==> src/rtl/if_fetch_stage.sv <==
// Instruction-fetch stage: owns the PC, drives the imem req/ready handshake,
// and registers the IF/ID slot, with a one-entry skid buffer and redirect squashing.
module if_fetch_stage #(
  parameter logic [31:0] RESET_PC  = 32'h0000_0000,
  parameter logic [31:0] NOP_INSTR = 32'h0000_0013
) (
  input  logic        clk,
  input  logic        rst_n,
  input  logic        Branch,
  input  logic [31:0] BranchTarget,
  input  logic        Jump,
  input  logic [31:0] JumpTarget,
  input  logic        Stall,
  output logic        ImemReq,
  output logic [31:0] ImemAddr,
  input  logic        ImemReady,
  input  logic [31:0] ImemRdata,
  output logic        IfIdValid,
  output logic [31:0] IfIdPC,
  output logic [31:0] IfIdInstr,
  output logic        Flush,
  output logic        FetchMisaligned
);

  localparam int unsigned XLEN = 32;
  localparam int unsigned WW   = XLEN - 2;

  typedef enum logic [1:0] {
    S_FETCH = 2'd0,
    S_HOLD  = 2'd1,
    S_DRAIN = 2'd2
  } state_t;

  state_t          state_q, state_d;
  logic [WW-1:0]   pc_q, pc_d;
  logic [WW-1:0]   addr_q, addr_d;
  logic            req_q, req_d;
  logic            valid_q, valid_d;
  logic [XLEN-1:0] ifpc_q, ifpc_d;
  logic [XLEN-1:0] instr_q, instr_d;
  logic [WW-1:0]   skid_pc_q, skid_pc_d;
  logic [XLEN-1:0] skid_instr_q, skid_instr_d;
  logic            mis_q, mis_d;

  logic            redirect;
  logic [XLEN-1:0] target;

  assign redirect = Branch | Jump;
  assign target   = Jump ? JumpTarget : BranchTarget;

  // PC and fetch address are kept word-granular, so alignment and wrap come for free
  always_comb begin
    state_d      = state_q;
    pc_d         = pc_q;
    addr_d       = addr_q;
    valid_d      = valid_q;
    ifpc_d       = ifpc_q;
    instr_d      = instr_q;
    skid_pc_d    = skid_pc_q;
    skid_instr_d = skid_instr_q;
    mis_d        = redirect & (|target[1:0]);

    if (redirect) begin
      pc_d         = target[XLEN-1:2];
      valid_d      = 1'b0;
      instr_d      = NOP_INSTR;
      skid_pc_d    = '0;
      skid_instr_d = '0;
      // An unanswered request must still complete at its stale address
      if (state_q != S_HOLD && !ImemReady) begin
        state_d = S_DRAIN;
      end else begin
        state_d = S_FETCH;
        addr_d  = target[XLEN-1:2];
      end
    end else begin
      case (state_q)
        S_FETCH: begin
          if (ImemReady) begin
            pc_d   = pc_q + WW'(1);
            addr_d = pc_q + WW'(1);
            if (Stall) begin
              skid_pc_d    = pc_q;
              skid_instr_d = ImemRdata;
              state_d      = S_HOLD;
            end else begin
              ifpc_d  = {pc_q, 2'b00};
              instr_d = ImemRdata;
              valid_d = 1'b1;
            end
          end else if (!Stall) begin
            valid_d = 1'b0;
            instr_d = NOP_INSTR;
          end
        end
        S_HOLD: begin
          if (!Stall) begin
            ifpc_d  = {skid_pc_q, 2'b00};
            instr_d = skid_instr_q;
            valid_d = 1'b1;
            state_d = S_FETCH;
          end
        end
        S_DRAIN: begin
          if (ImemReady) begin
            state_d = S_FETCH;
            addr_d  = pc_q;
          end
        end
        default: state_d = S_FETCH;
      endcase
    end

    req_d = (state_d != S_HOLD);
  end

  // State register
  always_ff @(posedge clk or negedge rst_n) begin
    if (!rst_n) begin
      state_q <= S_FETCH;
    end else begin
      state_q <= state_d;
    end
  end

  // Datapath and output registers
  always_ff @(posedge clk or negedge rst_n) begin
    if (!rst_n) begin
      pc_q         <= RESET_PC[XLEN-1:2];
      addr_q       <= RESET_PC[XLEN-1:2];
      req_q        <= 1'b1;
      valid_q      <= 1'b0;
      ifpc_q       <= '0;
      instr_q      <= NOP_INSTR;
      skid_pc_q    <= '0;
      skid_instr_q <= '0;
      mis_q        <= 1'b0;
    end else begin
      pc_q         <= pc_d;
      addr_q       <= addr_d;
      req_q        <= req_d;
      valid_q      <= valid_d;
      ifpc_q       <= ifpc_d;
      instr_q      <= instr_d;
      skid_pc_q    <= skid_pc_d;
      skid_instr_q <= skid_instr_d;
      mis_q        <= mis_d;
    end
  end

  assign ImemReq         = req_q;
  assign ImemAddr        = {addr_q, 2'b00};
  assign IfIdValid       = valid_q;
  assign IfIdPC          = ifpc_q;
  assign IfIdInstr       = instr_q;
  assign FetchMisaligned = mis_q;
  assign Flush           = redirect;

endmodule

==> config.mk <==
export PLATFORM = sky130hd
export DESIGN_NAME = if_fetch_stage
export DESIGN_NICKNAME = d
export VERILOG_FILES = /design/src/rtl/if_fetch_stage.sv
export SDC_FILE = /design/constraint.sdc
export NUM_CORES = 1
export LEC_CHECK = 0
export ABC_AREA = 1
export CAP_MARGIN = 25
export CORE_MARGIN = 4
export CORE_UTILIZATION = 53
export CTS_BUF_LIST = sky130_fd_sc_hd__clkbuf_8
export CTS_CLUSTER_SIZE = 24
export DETAILED_ROUTE_END_ITERATION = 8
export PLACE_DENSITY = 0.89
export SYNTH_ARGS = -nofsm -noshare
export SYNTH_HDL_FRONTEND = slang
export SYNTH_SLANG_ARGS = --single-unit
==> constraint.sdc <==
create_clock -name clk -period 1.6 [get_ports clk]
set_input_delay 0.32 -clock clk [delete_from_list [all_inputs] [get_ports clk]]
set_output_delay 0.32 -clock clk [all_outputs]
set_load 0.02 [all_outputs]
==> qor.yml <==
viasPerCell: 5.71
synth-edff-count: 0
grt_max_degree: 55
final_antenna_net_count: 0
reg2reg_setup_slack_ns: -0.07
place_inst: 1655
synth_ff_type: "dfrtp_1"
final.min_clock_period_ns: 1.67
insertion_delay_ns: 0.46
violations: "setup timing"
port_buffers: 197
synthTopCellsByArea: "dfrtp_1, nand2_1, o21ai_0"
drive_above_1_share_pct: 17.1
vdd_drop_max_uv: 671
syn_inst: 1229
finalNetCount: 1561
synth_common_cells: "nand2_1, dfrtp_1, nor2_1"
min-delay-path-class: "primary input to asynchronous set/reset pin"
instances_no_fill: 1694
die_w_um: 142
cp-end-kind: "register"
drt-initial-drc-count: 1119
netlist_area_mm2: 0.00956
start_kind: "register"
setup_viol: 19
worstPathArrival_ns: 2.03
cts_root_buffer: "clkbuf_8"
tightest_slew_ns: 0.508
slew_viol_final: 0
reg2reg_to: "addr_q[24]"
dr.pass1.iters: 6
grt_use_total_pct: 28.1
ys_seq_area_share_pct: 49.5
hold_viol: 0
p_total_w: 0.0118
die_h_um: 142
initial_core_util_pct: 54.7
via_count: 9671
rsz0062_at_grt: "true"
r2r_cells: 9
grt_pass1_vias: 9059
ys_ff_latch: 189
path_max_fanout: 5
max_slew_margin_pct: 66.2
core_mm2: 0.0175
gp_congestion: 0.941
status: "finished with violations"
cap_violations: 0
cts_buffers: 17
skew_ns: 0.0138
final.period_utilization_pct: 104
reg2reg_from: "pc_q[5]"
async_flop_share_pct: 100
yosysMostFrequentCell: "nand2_1"
hpwl_mm: 20.7
drc: 0
setup_slack_ns: -0.0710
clk_path_buf_depth: 2
hold_ws_ns: 0.349
p_per_area_mw_per_mm2: 912
antenna_cells: 0
area_delta_synth_final_pct: 35.6
synth_cell_type_count: 33
ys_warn_count: 0
leakagePower_nw: 6.05
clock-sinks: 189
worstPathRequired_ns: 1.95
max_freq_ghz: 0.598
cts_tree: "done"
gr-total-overflow: 0
fill_cells: 1281
wl_mm: 29.6
critPathKind: "register to register"
io_pins: 202
avgSynthCellArea_um2: 7.78
antenna_found_initial: 0
pre_cts_ws_ns: -0.432
htree_levels: 4
fp-row-count: 48
grt_pass1_wl_mm: 45.7
clkTransAtPathRegs_ns: 0.10
wl_per_cell_um: 17.5
synth_top_area_cell: "dfrtp_1"
dieArea_mm2: 0.0202
synth_top_area_share_pct: 48.4
critical path, stage by stage, from the launching register on:
cell	delay, ns
dfrtp_1	0.47
nand2_1	0.18
nor2_2	0.20
nand2_4	0.10
nor2_4	0.23
nand2_1	0.09
nand2_1	0.09
nand2_2	0.08
nand2_2	0.08
a21oi_2	0.05
per-layer routing:
metal	track usage, %	routed length [um]	vias up
met4	8.85	873	0
met3	5.61	3210	73
met2	45.4	13800	629
li1	-	-	4471
met5	0	0	-
met1	38.4	11700	4498
worst max path at each step:
stage | start | end | cells after the start
after floorplan | pc_q[1] | addr_q[16] | 8
after global placement | Jump | addr_q[29] | 8
after detailed placement | Jump | addr_q[29] | 8
after CTS | pc_q[1] | pc_q[18] | 9
after global routing | pc_q[14] | addr_q[15] | 7
final | pc_q[5] | addr_q[24] | 9
state kept, by name, summed over array words and instances, names as in the netlist:
signal / count
IfIdInstr: 32
skid_instr_q: 32
IfIdPC: 30
addr_q: 30
pc_q: 30
skid_pc_q: 30
state_q: 2
FetchMisaligned: 1
IfIdValid: 1
ImemReq: 1
repair_timing:
action | 4_1_cts | 5_1_grt
endpoints found under the hold margin | 29 | 0
hold buffers | 1 | 0
pin swaps | 1 | 23
buffers inserted | 1 | 7
setup endpoints to repair | 110 | 76
gates resized for setup | 115 | 104
stage by stage:
step           setup TNS [ns]  cell area [um2]  utilization [%]
2_1_floorplan               0             9570                -
3_3_place_gp           -54.49            12300             70.3
3_5_place_dp           -59.43            12300             70.3
4_1_cts                     0            12600             71.8
5_1_grt                 -3.18            13000             74.2
6_report               -0.533            13000             74.2
report_power, final:
group	internal (W)	switching (W)	leakage [nW]
clock network	0.00145	0.00170	0.183
logic	0.00126	0.00180	3.45
registers	0.00523	0.000391	2.41
total	0.00794	0.00389	6.05
cell type report:
type / count / area (um2) / area share (%)
inverters: 87 / 329 / 2.54
repair buffers: 296 / 2810 / 21.7
well taps: 225 / 282 / 2.17
clock buffers: 19 / 262 / 2.02
flip-flops and latches: 189 / 4760 / 36.7
clock inverters: 11 / 120 / 0.927
multi-input cells: 867 / 4400 / 34.0
cell usage in the layout, fill, tap and decap left out, types with 8 or more instances in the layout:
cell	instances
inv_1	79
nand3_1	92
clkdlybuf4s50_1	98
buf_12	17
o22ai_1	20
o21ai_0	111
nand2_2	22
nand2_1	293
inv_2	8
nor2_2	11
a21oi_2	15
dlygate4sd2_1	93
dfrtp_2	19
o21ai_1	28
a31oi_1	9
dfrtp_1	166
clkbuf_8	20
a21oi_1	73
a211oi_1	15
a21boi_0	8
a22oi_1	10
nor2_1	104
nor2_4	12
buf_4	78
cells by family after synthesis:
logic type               count (synthesis)  synth area share, %
XOR/XNOR                                15                 1.45
adder cells (fa/ha/maj)                  1                0.131
other                                    1               0.0392
buffers and inverters                  176                 8.04
flip-flops                             189                 49.5
AND/OR/NAND/NOR                        549                 23.7
AO/OA/AOI/OAI                          298                 17.1
Note: power is estimated with default switching activity, not from simulation.
